File: config.mk
export PLATFORM = sky130hd
export DESIGN_NAME = mem_access_unit
export DESIGN_NICKNAME = d
export VERILOG_FILES = /design/src/rtl/mem_access_unit.sv
export SDC_FILE = /design/constraint.sdc
export NUM_CORES = 1
export LEC_CHECK = 0
export ABC_AREA = 1
export BUFFER_PORTS_ARGS = -buffer_cell sky130_fd_sc_hd__buf_2
export CAP_MARGIN = 10
export CORE_UTILIZATION = 55
export DETAILED_ROUTE_END_ITERATION = 10
export GPL_TIMING_DRIVEN = 0
export PLACE_DENSITY = 0.85
export SKIP_CTS_REPAIR_TIMING = 1
export SLEW_MARGIN = 20
export SYNTH_ARGS = -nofsm -noshare
export SYNTH_HDL_FRONTEND = slang
export SYNTH_SLANG_ARGS = --single-unit
File: constraint.sdc
create_clock -name clk -period 3.89 [get_ports clk]
set_input_delay 0.9725 -clock clk [delete_from_list [all_inputs] [get_ports clk]]
set_output_delay 0.9725 -clock clk [all_outputs]
set_load 0.02 [all_outputs]
File: src/rtl/mem_access_unit.sv
// ---------------------------------------------------------------------------
// mem_access_unit
//
// Load/store front-end between the MEM pipeline stage and a 16-bit,
// big-endian, byte-addressed data memory. One request is handled at a time.
// Byte and halfword operations are turned into aligned halfword accesses.
// A byte store is done as read-modify-write, because the memory always
// writes both bytes of a halfword. Load data is byte-selected and
// sign/zero-extended. Every accepted request gets a single-cycle response,
// and that response carries an error flag.
//
// Big-endian lane mapping: the even byte address lives in data[15:8] and the
// odd byte address lives in data[7:0].
//
// Parameters:
//   ADDR_W     request/memory address width
//   MEM_BYTES  memory size in bytes; byte addresses >= MEM_BYTES are errors
//
// Ports:
//   clk, rst           clock (rising edge), asynchronous active-high reset
//   req_valid/ready    request handshake; ready is high only while idle
//   req_write          1 = store, 0 = load
//   req_byte           1 = byte access, 0 = halfword access
//   req_signed         byte load: 1 = sign-extend, 0 = zero-extend
//   req_addr           byte address
//   req_wdata          store data (byte store uses [7:0])
//   resp_valid         one-cycle completion pulse
//   resp_err           misaligned or out-of-range access (with resp_valid)
//   resp_data          load result; 0 for stores and errors
//   mem_read/mem_write memory strobes (never both high)
//   mem_addr           memory halfword address (always even)
//   mem_wdata          memory write data
//   mem_rdata          memory read data, valid the cycle after mem_read
//
// Optional feature (macro MAU_FAULT_CAPTURE_EN):
//   fault_clr          clears the fault flag and the captured address
//   fault_flag         sticky; set whenever an erroneous request is accepted
//   fault_addr         first faulting req_addr seen while fault_flag was 0
// ---------------------------------------------------------------------------
module mem_access_unit #(
    parameter int ADDR_W    = 16,
    parameter int MEM_BYTES = 1024
) (
    input  logic              clk,
    input  logic              rst,
    input  logic              req_valid,
    output logic              req_ready,
    input  logic              req_write,
    input  logic              req_byte,
    input  logic              req_signed,
    input  logic [ADDR_W-1:0] req_addr,
    input  logic [15:0]       req_wdata,
    output logic              resp_valid,
    output logic              resp_err,
    output logic [15:0]       resp_data,
    output logic              mem_read,
    output logic              mem_write,
    output logic [ADDR_W-1:0] mem_addr,
    output logic [15:0]       mem_wdata,
    input  logic [15:0]       mem_rdata
`ifdef MAU_FAULT_CAPTURE_EN
    ,
    input  logic              fault_clr,
    output logic              fault_flag,
    output logic [ADDR_W-1:0] fault_addr
`endif
);

    typedef enum logic [1:0] {
        ST_IDLE    = 2'd0,
        ST_READ    = 2'd1,
        ST_CAPTURE = 2'd2,
        ST_WRITE   = 2'd3
    } state_t;

    // One extra bit keeps the range compare exact when MEM_BYTES == 2**ADDR_W.
    localparam logic [ADDR_W:0] LP_MEM_LIMIT = (ADDR_W+1)'(MEM_BYTES);

    state_t              r_state;
    state_t              w_state_next;

    // Request fields latched at acceptance.
    logic                r_write;
    logic                r_byte;
    logic                r_signed;
    logic [ADDR_W-1:0]   r_addr;
    logic [15:0]         r_wdata;

    // The merged halfword that a byte store writes back.
    logic [15:0]         r_merge;

    logic                r_resp_valid;
    logic                r_resp_err;
    logic [15:0]         r_resp_data;

    logic                w_addr_oor;
    logic                w_misalign;
    logic                w_req_err;
    logic                w_accept;
    logic                w_start;
    logic                w_err_accept;
    logic [7:0]          w_sel_byte;
    logic [15:0]         w_load_data;
    logic [15:0]         w_merge;

    // ------------------------------------------------------------------
    // Acceptance and error classification (only meaningful in IDLE)
    // ------------------------------------------------------------------
    assign w_addr_oor   = ({1'b0, req_addr} >= LP_MEM_LIMIT);
    assign w_misalign   = ~req_byte & req_addr[0];
    assign w_req_err    = w_addr_oor | w_misalign;
    assign w_accept     = req_valid & (r_state == ST_IDLE);
    assign w_start      = w_accept & ~w_req_err;
    assign w_err_accept = w_accept & w_req_err;

    // ------------------------------------------------------------------
    // Load formatting: pick the addressed byte lane and extend it.
    // ------------------------------------------------------------------
    assign w_sel_byte  = r_addr[0] ? mem_rdata[7:0] : mem_rdata[15:8];
    assign w_load_data = r_byte ? {{8{w_sel_byte[7] & r_signed}}, w_sel_byte}
                                : mem_rdata;

    // ------------------------------------------------------------------
    // Byte-store merge. Each lane takes the new byte when it is the
    // addressed lane. Otherwise it keeps the byte just read from memory.
    // Lane 0 ([7:0]) is the odd address. Lane 1 ([15:8]) is the even one.
    // ------------------------------------------------------------------
    genvar gi;
    generate
        for (gi = 0; gi < 2; gi++) begin : g_lane
            localparam logic LP_ODD_LANE = (gi == 0) ? 1'b1 : 1'b0;
            assign w_merge[gi*8 +: 8] = (r_addr[0] == LP_ODD_LANE)
                                        ? r_wdata[7:0]
                                        : mem_rdata[gi*8 +: 8];
        end
    endgenerate

    // ------------------------------------------------------------------
    // FSM state register
    // ------------------------------------------------------------------
    always_ff @(posedge clk or posedge rst) begin
        if (rst) begin
            r_state <= ST_IDLE;
        end else begin
            r_state <= w_state_next;
        end
    end

    // ------------------------------------------------------------------
    // FSM next state and memory-side outputs. The memory strobes decode
    // only from the state and the latched request. This gives no
    // combinational path from req_* to mem_*.
    // ------------------------------------------------------------------
    always_comb begin
        w_state_next = r_state;
        req_ready    = 1'b0;
        mem_read     = 1'b0;
        mem_write    = 1'b0;
        mem_addr     = {r_addr[ADDR_W-1:1], 1'b0};
        mem_wdata    = 16'h0000;

        case (r_state)
            ST_IDLE: begin
                req_ready = 1'b1;
                if (w_start) begin
                    // Only a halfword store can skip the read. A byte store
                    // needs the other byte of the halfword first.
                    if (req_write && !req_byte) begin
                        w_state_next = ST_WRITE;
                    end else begin
                        w_state_next = ST_READ;
                    end
                end
            end
            ST_READ: begin
                mem_read     = 1'b1;
                w_state_next = ST_CAPTURE;
            end
            ST_CAPTURE: begin
                w_state_next = r_write ? ST_WRITE : ST_IDLE;
            end
            ST_WRITE: begin
                mem_write    = 1'b1;
                mem_wdata    = r_byte ? r_merge : r_wdata;
                w_state_next = ST_IDLE;
            end
            default: begin
                w_state_next = ST_IDLE;
            end
        endcase
    end

    // ------------------------------------------------------------------
    // Request latch, merge register and response registers
    // ------------------------------------------------------------------
    always_ff @(posedge clk or posedge rst) begin
        if (rst) begin
            r_write      <= 1'b0;
            r_byte       <= 1'b0;
            r_signed     <= 1'b0;
            r_addr       <= '0;
            r_wdata      <= 16'h0000;
            r_merge      <= 16'h0000;
            r_resp_valid <= 1'b0;
            r_resp_err   <= 1'b0;
            r_resp_data  <= 16'h0000;
        end else begin
            // The response is a pulse. Its registers clear unless they are set below.
            r_resp_valid <= 1'b0;
            r_resp_err   <= 1'b0;
            r_resp_data  <= 16'h0000;

            if (w_start) begin
                r_write  <= req_write;
                r_byte   <= req_byte;
                r_signed <= req_signed;
                r_addr   <= req_addr;
                r_wdata  <= req_wdata;
            end

            // An erroneous request is answered at its acceptance edge.
            // It never reaches memory.
            if (w_err_accept) begin
                r_resp_valid <= 1'b1;
                r_resp_err   <= 1'b1;
            end

            case (r_state)
                ST_CAPTURE: begin
                    if (!r_write) begin
                        r_resp_valid <= 1'b1;
                        r_resp_data  <= w_load_data;
                    end else begin
                        r_merge <= w_merge;
                    end
                end
                ST_WRITE: begin
                    r_resp_valid <= 1'b1;
                end
                default: begin
                end
            endcase
        end
    end

    assign resp_valid = r_resp_valid;
    assign resp_err   = r_resp_err;
    assign resp_data  = r_resp_data;

`ifdef MAU_FAULT_CAPTURE_EN
    // ------------------------------------------------------------------
    // Sticky fault capture. A new error has priority over a clear in the
    // same cycle. In that case the flag stays set and the new address
    // replaces the old one.
    // ------------------------------------------------------------------
    logic              r_fault_flag;
    logic [ADDR_W-1:0] r_fault_addr;

    always_ff @(posedge clk or posedge rst) begin
        if (rst) begin
            r_fault_flag <= 1'b0;
            r_fault_addr <= '0;
        end else if (w_err_accept) begin
            r_fault_flag <= 1'b1;
            if (!r_fault_flag || fault_clr) begin
                r_fault_addr <= req_addr;
            end
        end else if (fault_clr) begin
            r_fault_flag <= 1'b0;
            r_fault_addr <= '0;
        end
    end

    assign fault_flag = r_fault_flag;
    assign fault_addr = r_fault_addr;
`endif

endmodule

Word-level counts from Yosys, hierarchy flattened

Index checks and enable logic that the tools add are counted.
W data, S select, Z words.

Memories kept: 0
RAM bits: 0
Logic and storage cells: 45
Latch bits: 0
Bits in read-only memories: 0
Flip-flop bits (word level): 71

Bitwise gates (word level): 8
Reduce and logical (&&, ||, !) cells: 4
Equality and inequality tests: 4
Div/mod/pow operators: 0
Add/subtract/negate cells: 0
$mul: 0
Multiplexer cells: 18
Shifts and indexed selects: 0
$lt $le $gt $ge: 1

Operators with widths:

| cell                   | number |
|---|---|
| $mux W16               | 5 |
| $mux W8                | 3 |
| $ge A16 B11 Y1 const B | 1 |
| $pmux W2 S4            | 1 |
| $mux W2                | 3 |
| $and A1 B1 Y1          | 5 |
| $mux W1                | 5 |
| $eq A2 B2 Y1 const B   | 2 |
| $eq A2 B1 Y1 const B   | 1 |
| $logic_not A2 Y1       | 1 |
| $ne A2 B2 Y1 const B   | 1 |
| $not A1 Y1             | 2 |
| $pmux W1 S2            | 1 |
| $reduce_and A2 Y1      | 1 |
| $logic_and A1 B1 Y1    | 1 |
| $logic_not A1 Y1       | 1 |
| $or A1 B1 Y1           | 1 |

Depth between registers and ports, before layout

Gate-level depths: netlist (run 1).

Word-level depth: 7
Depth in mapped cells: 8
Mapped depth without buffers: 7

Worst setup path after synthesis (run 1)

Ideal clock, no wire load.

Path kind: flip-flop to output port
Start point: register r_state[0]
End point: output port mem_wdata[6]
Cell stages (with the launch flop): 6
Setup slack: 1.647 ns
Data arrival time: 1.271 ns
Path buffers: 1
Cells stage by stage: dfrtp_1 -> nand2_1 -> inv_1 -> buf_4 -> o21ai_0 -> a21oi_1

Longest elaborated chain between the ends: 2

Ends and longest elaborated chain:

| what                   | RTL line | source |
|---|---|---|
| start, declared        | 79       | `state_t r_state;` |
| start signal, assigned | 145      | `r_state <= w_state_next;` |
| $eq A2 B2 Y1           | 162      | `case (r_state)` |
| $mux W16               | 162      |  |
| end, declared          | 59       | `output logic [15:0] mem_wdata,` |

No other way between the ends.

Worst setup path after layout (run 1)

Start point: register r_byte
End point: output port mem_wdata[0]

Longest elaborated chain between the ends: 2

Ends and longest elaborated chain:

| what                   | RTL line | source |
|---|---|---|
| start, declared        | 84       | `logic r_byte;` |
| start signal, assigned | 215      | `r_byte <= req_byte;` |
| $mux W16               | 184      | `mem_wdata = r_byte ? r_merge : r_wdata;` |
| $mux W16               | 162      |  |

No other way between the ends.

==> results.yml, run 1 <==
drt:
  avgViaCountPerCell: 5.223
  wl_per_cell_um: 14.20
  dr.first_iter.drc_count: 306
  drt.antenna.violating_nets: 0
  firstDrtPassIters: 5
  routed_wl_um: 8549
  vias: 3144
  drc: 0
sta:
  maxSlewViolCount: 0
  max_freq_ghz: 0.3571
  fin_tns_setup_ns: 0
  finalSetupViolations: 0
  fin_crit_ns: 2.800
  tightest_slew_ns: 0.5254
  finalHoldViolations: 0
  worst_hold_slack_ns: 0.4741
  fin_crit_sh_pct: 71.98
  clock_skew_ns: 0.006985
  relSlewSlack_pct: 64.97
  fin_ws_ns: 1.090
  grt_setup_unrepaired: "no"
synthesis:
  syn_area_sq_um: 3332
  synthFlopType: "dfrtp_1"
  ys_seq_elements: 71
  ys_warn_count: 0
  synthCells: 408
  synthTopCellsByArea: "dfrtp_1 53%, nand2_1 13%, o21ai_0 7.2%"
  synth-seq-area-share_pct: 53.32
  async_reset_ff_share_pct: 100.0
  synth_edf_count: 0
  ys_types: 21
  syn-num-nets: 462
  ys_top_cells_by_count: "113 x nand2_1, 71 x dfrtp_1, 48 x o21ai_0, 39 x inv_1, 32 x nor2_1"
  yosysTopAreaCell: "dfrtp_1"
  netlist.area_leader.share_pct: 53.32
  yosysMostFrequentCell: "nand2_1"
  synth_area_per_cell_sq_um: 8.167
clock_network:
  clock_latency_ns: 0.34
  cts.htree.levels: 3
  cts_buffers: 9
  root_buffer: "clkbuf_8"
  clock-sinks: 71
  cts_buffer_depth: 2
  clkTransAtPathRegs_ns: 0.07
  cts_tree: "built"
setup_path:
  crit_path_cell_trace: "clkbuf_1 -> clkbuf_1 -> o21ai_0 -> a21oi_1 -> buf_2"
  cp_slowest_cell: "clkbuf_1"
  crit_type: "flop to primary output"
  slowest_delay_ns: 0.36
  crit_arrival_ns: 1.83
  path_common_cell: "clkbuf_1"
  cp-start-kind: "flop"
  critPathRequiredTime_ns: 2.92
  endpoint_kind: "primary output"
  critPathMaxFanout: 10
final_layout:
  stdcell_area_sq_um: 4187
  drive_gt1_share_pct: 30.57
  fillers: 449
  antenna_cells: 0
  nNetsFinal: 579
  area_growth_pct: 25.65
pwr:
  power.switching_mw: 0.7877
  p_leak_nw: 2.437
  power_frac_seq_pct: 43.6
  switching_share_pct: 34.28
  p_total_mw: 2.298
  powerDensity_nw_per_um2: 548.8
  power.share.clock_pct: 26.8
  p_comb_share_pct: 29.6
  internal_power_mw: 1.510
  ir_drop_mv: 0.3290
die:
  die_y_um: 79.84
  rows: 27
  core-area_sq_um: 5675
  die_w_um: 79.84
  top_level_ports: 107
  die_area_sq_um: 6374
  start_util_pct: 58.71
run:
  drv_cap: 0
global_routing:
  grt_pass1_vias: 3037
  grt_start_max_net_pins: 61
  grt_overflow: 0
  track_usage_pct: 29.21
  grt_pass1_wl_um: 13890
  antenna_found_initial: 0
status:
  status: "finished clean"
placement:
  io_buffers: 105
  gp_congestion: 0.8304
  dp_slack_ns: 1.463
  hpwl_um: 6250
  postPlaceCellArea_sq_um: 3978
worst_hold_path:
  hp-class: "flop to flop"
## registers in the layout (all words and copies together) (netlist names)
name,cells
resp_err,1
r_state,2
r_wdata,16
r_merge,16
r_byte,1
r_signed,1
r_addr,16
resp_data,16
resp_valid,1
r_write,1
## layout make-up
| type | count | area, sq um | area share, % |
|---|---|---|---|
| plain buffers | 39 | 264.0 | 6.306 |
| clock buffers | 13 | 168.9 | 4.035 |
| clock inverters | 3 | 40.04 | 0.9564 |
| inverters | 41 | 156.4 | 3.736 |
| multi-input cells | 257 | 1137 | 27.17 |
| flip-flops and latches | 71 | 1777 | 42.44 |
| well taps | 72 | 90.09 | 2.152 |
| repair buffers | 106 | 553.0 | 13.21 |
## cells by family (layout without fill, tap and decap cells)
logic type / count (synthesis) / count (layout) / synth area share, %
compound gates: 76 / 76 / 11.49
flops: 71 / 71 / 53.32
other cells: 1 / 1 / 0.1125
simple gates: 180 / 180 / 22.53
buf+inv: 80 / 202 / 12.54
## through the flow
step	util (%)	cells
finish	73.77	602
CTS	73.77	602
global placement	69.55	585
detailed placement	70.08	586
floorplan	-	408
global route	73.77	602
## layer usage
metal	part of all wire, %	up-vias	wire [um]	global-route usage (%)
met5	0	-	0	0
met4	3.2	0	273	13.75
met3	6.5	27	554	4.686
met2	47	148	4037	47.86
met1	43	1471	3683	37.89
li1	-	1498	-	-
## cell usage in the layout, fill, tap and decap left out, drive strengths merged
| cell type | Yosys | routed |
|---|---|---|
| o21a | 1 | 1 |
| clkbuf | 7 | 20 |
| bufinv | 0 | 1 |
| buf | 32 | 138 |
| clkinv | 0 | 2 |
| inv | 41 | 41 |
| a21oi | 25 | 25 |
| o21ai | 50 | 50 |
| dfrtp | 71 | 71 |
| nor3 | 1 | 1 |
| nand3 | 30 | 30 |
| nor2 | 33 | 33 |
| conb | 1 | 1 |
| nand2 | 116 | 116 |
## critical path: cells and delay by family (launching register included)
kind	cells	cell delay, ns
flops	1	0.32
compound gates	2	0.34
buf+inv	3	0.83
## path summary, 6_finish.rpt
check	start	to	slack, ns	cells past startpoint
max	r_byte	mem_wdata[0]	1.09	5
min	r_addr[1]	r_addr[1]	0.47	2
max reg2reg	r_byte	resp_data[6]	2.48	5
min reg2reg	r_addr[1]	r_addr[1]	0.47	2
max in group asynchronous	rst	r_signed	2.81	3
min in group asynchronous	rst	r_wdata[10]	0.54	2
## power groups by stage
stage | registers, mW | logic, mW | clock network [mW]
2_1_floorplan | 1.06 | 0.410 | 0
3_3_place_gp | 1.01 | 0.656 | 0
3_5_place_dp | 1.01 | 0.676 | 0
4_1_cts | 1.00 | 0.680 | 0.617
5_1_grt | 1.02 | 0.757 | 0.651
6_report | 1.00 | 0.681 | 0.615
Note: power is estimated with default switching activity, not from simulation.
==> run 2: changes to the inputs <==
--- a/config.mk
+++ b/config.mk
@@ -8,10 +8,10 @@
 export ABC_AREA = 1
 export BUFFER_PORTS_ARGS = -buffer_cell sky130_fd_sc_hd__buf_2
 export CAP_MARGIN = 10
-export CORE_UTILIZATION = 55
+export CORE_UTILIZATION = 46
 export DETAILED_ROUTE_END_ITERATION = 10
 export GPL_TIMING_DRIVEN = 0
-export PLACE_DENSITY = 0.85
+export PLACE_DENSITY = 0.76
 export SKIP_CTS_REPAIR_TIMING = 1
 export SLEW_MARGIN = 20
 export SYNTH_ARGS = -nofsm -noshare
==> constraint.sdc (replaced) <==
create_clock -name clk -period 2.42 [get_ports clk]
set_input_delay 0.605 -clock clk [delete_from_list [all_inputs] [get_ports clk]]
set_output_delay 0.605 -clock clk [all_outputs]
set_load 0.02 [all_outputs]
==> run 2 against run 1 <==
Sequential cell count did not move. Register-to-register slack got worse by 1.4 ns. Worst hold slack worse by 0.26 ns. Count of clock-buffer cells in the layout fell by 1. Combinational power grew 60%.
==> results.yml, run 2 (synthesis gave the netlist of run 1 again) <==
die:
  rows: 30
  top_level_ports: 107
  die_y_um: 87.11
  die_area_sq_um: 7587
  core-area_sq_um: 6907
  die_w_um: 87.11
  start_util_pct: 48.24
drt:
  vias: 2983
  dr.first_iter.drc_count: 214
  routed_wl_um: 8260
  drc: 0
  avgViaCountPerCell: 4.780
  wl_per_cell_um: 13.24
  firstDrtPassIters: 4
  drt.antenna.violating_nets: 0
clock_network:
  clock_latency_ns: 0.34
  root_buffer: "clkbuf_8"
  cts_buffers: 9
  cts_tree: "built"
  clkTransAtPathRegs_ns: 0.07
  clock-sinks: 71
  cts_buffer_depth: 2
  cts.htree.levels: 3
sta:
  fin_ws_ns: 0.1348
  worst_hold_slack_ns: 0.2107
  fin_crit_sh_pct: 94.43
  grt_setup_unrepaired: "no"
  fin_tns_setup_ns: 0
  max_freq_ghz: 0.4376
  maxSlewViolCount: 0
  clock_skew_ns: 0.005657
  finalSetupViolations: 0
  fin_crit_ns: 2.285
  finalHoldViolations: 0
placement:
  dp_cells: 610
  gp_congestion: 0.8721
  dp_slack_ns: 0.4049
  postPlaceCellArea_sq_um: 4008
  io_buffers: 105
  hpwl_um: 6153
final_layout:
  nNetsFinal: 579
  stdcell_count: 624
  layout_common_cells: "114 x buf_2, 113 x nand2_1, 71 x dfrtp_1"
  stdcell_area_sq_um: 4156
  drive_gt1_share_pct: 30.68
  layout_commonest_cell: "buf_2"
  antenna_cells: 0
  fillers: 662
  area_growth_pct: 24.75
setup_path:
  cp-start-kind: "flop"
  critPathMaxFanout: 10
  crit_arrival_ns: 1.68
  crit_type: "flop to primary output"
  critPathRequiredTime_ns: 1.81
  endpoint_kind: "primary output"
pwr:
  powerDensity_nw_per_um2: 832.7
  p_leak_nw: 2.411
  ir_drop_mv: 0.3892
run:
  drv_cap: 0
global_routing:
  grt_overflow: 0
  grt_start_max_net_pins: 52
  track_usage_pct: 23.20
  antenna_found_initial: 0
  grt_pass1_vias: 2821
  use_met1_pct: 29.77
  top_usage_layer: "met2"
  grt_pass1_wl_um: 13170
  grt_util_met2_pct: 38.01
  use_met3_pct: 6.919
status:
  status: "finished clean"
worst_hold_path:
  hp-class: "input pin to asynchronous set/reset pin"
## run 2: routing by layer
layer	up-vias	part of all wire, %	wire length (um)
li1	1490	-	-
met1	1361	45	3692
met2	119	47	3900
met3	13	6.6	543
met4	0	1.5	123
met5	-	0	0
## run 2: power breakdown
part	internal [mW]	leakage [nW]	switching [mW]	total [mW]
Clock	0.358	0.0761	0.404	0.762
Combinational	0.396	1.45	0.693	1.09
Sequential	1.48	0.886	0.135	1.61
Total	2.23	2.41	1.23	3.46
## run 2: worst paths after layout
check | slack [ns] | end | start | depth (start not counted)
min | 0.21 | r_merge[3] | rst | 2
max in group asynchronous | 1.68 | r_merge[4] | rst | 3
min in group clk | 0.47 | r_wdata[12] | r_wdata[12] | 2
min reg2reg | 0.47 | r_wdata[12] | r_wdata[12] | 2
max reg2reg | 1.04 | r_wdata[0] | r_state[0] | 7
max | 0.13 | mem_wdata[4] | r_byte | 5
## run 2: critical path: stages, from the launching register on
cell and delay (ns):
dfrtp_1 0.32, clkbuf_1 0.25, clkbuf_2 0.26, o21ai_0 0.13, a21oi_1 0.19, buf_2 0.20
## run 2: layout make-up
class / instances / area, sq um / area share (%)
buffer: 39 / 267.8 / 6.442
clock buffer: 12 / 135.1 / 3.251
clock inverter: 2 / 10.01 / 0.2408
inverter: 41 / 156.4 / 3.763
multi-input combinational: 257 / 1137 / 27.36
sequential: 71 / 1777 / 42.75
tap: 96 / 120.1 / 2.890
timing repair buffer: 106 / 553.0 / 13.31
## run 2: metrics by stage
| stage | total power, mW | util, % |
|---|---|---|
| floorplan | 2.357 | - |
| global placement | 2.672 | 57.59 |
| detailed placement | 2.713 | 58.03 |
| CTS | 3.476 | 60.13 |
| global route | 3.679 | 60.18 |
| finish | 3.461 | 60.18 |
==> run 3: changes to the inputs <==
--- a/config.mk
+++ b/config.mk
@@ -11,6 +11,7 @@
 export CORE_UTILIZATION = 46
 export DETAILED_ROUTE_END_ITERATION = 10
 export GPL_TIMING_DRIVEN = 0
+export MAX_ROUTING_LAYER = met4
 export PLACE_DENSITY = 0.76
 export SKIP_CTS_REPAIR_TIMING = 1
 export SLEW_MARGIN = 20
==> run 3 against run 2 <==
Clock power up 39%. Sequential power about the same. Sequential share of layout area down 0.74 points. Register-to-register slack about the same. Worst hold slack worse by 0.0064 ns. Design area up 1.8%. Power up 8.6%. Cell count up 0.16%. Wire length about the same.
==> results.yml, run 3 (synthesis gave the netlist of run 1 again) <==
clock_network:
  clkTransAtPathRegs_ns: 0.07
  root_buffer: "clkbuf_8"
  clock_latency_ns: 0.34
  cts.htree.levels: 3
  cts_buffer_depth: 2
  cts_tree: "built"
  cts_buffers: 9
  clock-sinks: 71
global_routing:
  track_usage_pct: 24.40
  grt_overflow: 0
  antenna_found_initial: 0
  grt_pass1_vias: 2944
  grt_start_max_net_pins: 52
  grt_pass1_wl_um: 13590
die:
  start_util_pct: 48.24
  rows: 30
  top_level_ports: 107
  core-area_sq_um: 6907
  die_w_um: 87.11
  die_y_um: 87.11
  die_area_sq_um: 7587
drt:
  routed_wl_um: 8266
  dr.first_iter.drc_count: 224
  drt.antenna.violating_nets: 0
  firstDrtPassIters: 5
  vias: 3046
  avgViaCountPerCell: 4.874
  wl_per_cell_um: 13.23
  drc: 0
setup_path:
  cp-start-kind: "flop"
  reg2reg_from: "r_state[0]"
  crit_path_cell_trace: "nand2_1 -> inv_2 -> buf_4 -> o21ai_0 -> a21oi_1 -> buf_2"
  critPathMaxFanout: 10
  rrSetupSlack_ns: 1.05
  crit_arrival_ns: 1.69
  r2r_end: "r_wdata[0]"
  r2r_cells: 7
  crit_type: "flop to primary output"
  endpoint: "mem_wdata[8]"
  endpoint_kind: "primary output"
  slowest_delay_ns: 0.46
  cp-startpoint: "r_state[1]"
  critPathRequiredTime_ns: 1.81
  cp_slowest_cell: "dfrtp_1"
sta:
  max_freq_ghz: 0.4356
  maxSlewViolCount: 0
  worst_hold_slack_ns: 0.2043
  grt_setup_unrepaired: "no"
  fin_crit_sh_pct: 94.86
  finalSetupViolations: 0
  fin_crit_ns: 2.296
  clock_skew_ns: 0.004745
  finalHoldViolations: 0
pwr:
  p_leak_nw: 2.446
  p_total_mw: 3.758
  powerDensity_nw_per_um2: 887.9
  ir_drop_mv: 0.5161
placement:
  io_buffers: 105
  hpwl_um: 6268
  gp_congestion: 0.8773
  dp_cells: 610
status:
  status: "finished clean"
final_layout:
  fillers: 694
  drive_gt1_share_pct: 31.38
  area_growth_pct: 27.04
  stdcell_count: 625
  nNetsFinal: 578
  layout_commonest_cell: "buf_2"
  layout_common_cells: "114 x buf_2, 113 x nand2_1, 70 x dfrtp_1"
  fin_util_pct: 61.29
  antenna_cells: 0
worst_hold_path:
  hp-class: "input pin to asynchronous set/reset pin"
run:
  drv_cap: 0
-- run 3: routing by layer --
metal	vias up	GRT usage [%]	share of wire [%]	routed length, um
met2	115	37.94	46	3843
met4	0	10.28	2.1	173
met1	1417	32.40	46	3810
met5	-	-	0	0
met3	18	3.223	5.3	439
li1	1496	-	-	-
-- run 3: layout make-up --
class | instances | area, sq um | share of cell area, %
Multi-Input combinational cell | 257 | 1137 | 26.87
Clock buffer | 13 | 158.9 | 3.754
Timing Repair Buffer | 106 | 553.0 | 13.07
Tap cell | 96 | 120.1 | 2.838
Inverter | 41 | 156.4 | 3.695
Buffer | 38 | 264.0 | 6.237
Clock inverter | 3 | 65.06 | 1.537
Sequential cell | 71 | 1778 | 42.00
-- run 3: power by group --
part	switching, mW	leakage, nW	internal (mW)
logic	0.684	1.45	0.396
registers	0.139	0.884	1.48
clock network	0.427	0.114	0.636
-- run 3: how the worst min path moves through the flow --
stage,endpoint,slack [ns],cells past startpoint
2_1_floorplan,r_signed,0.44,2
3_3_place_gp,r_wdata[14],0.45,2
3_5_place_dp,r_wdata[12],0.46,2
4_1_cts,r_merge[3],0.20,2
5_1_grt,resp_data[13],0.23,2
6_report,r_merge[3],0.20,2
-- run 3: critical path: cells and delay by family (launching register included) --
family	cells	cell delay [ns]
buffers and inverters	3	0.52
flip-flops	1	0.46
AND/OR/NAND/NOR	1	0.10
AO/OA/AOI/OAI	2	0.26
-- run 3: stage by stage --
stage,setup TNS (ns),setup WS [ns],instance area (sq um)
floorplan,0,0.01843,3332
CTS,-0.0003646,-0.0003646,4232
global route,0,0.007180,4233
detailed placement,0,0.3773,4008
finish,0,0.1245,4233
global placement,-55.04,-0.7803,3978
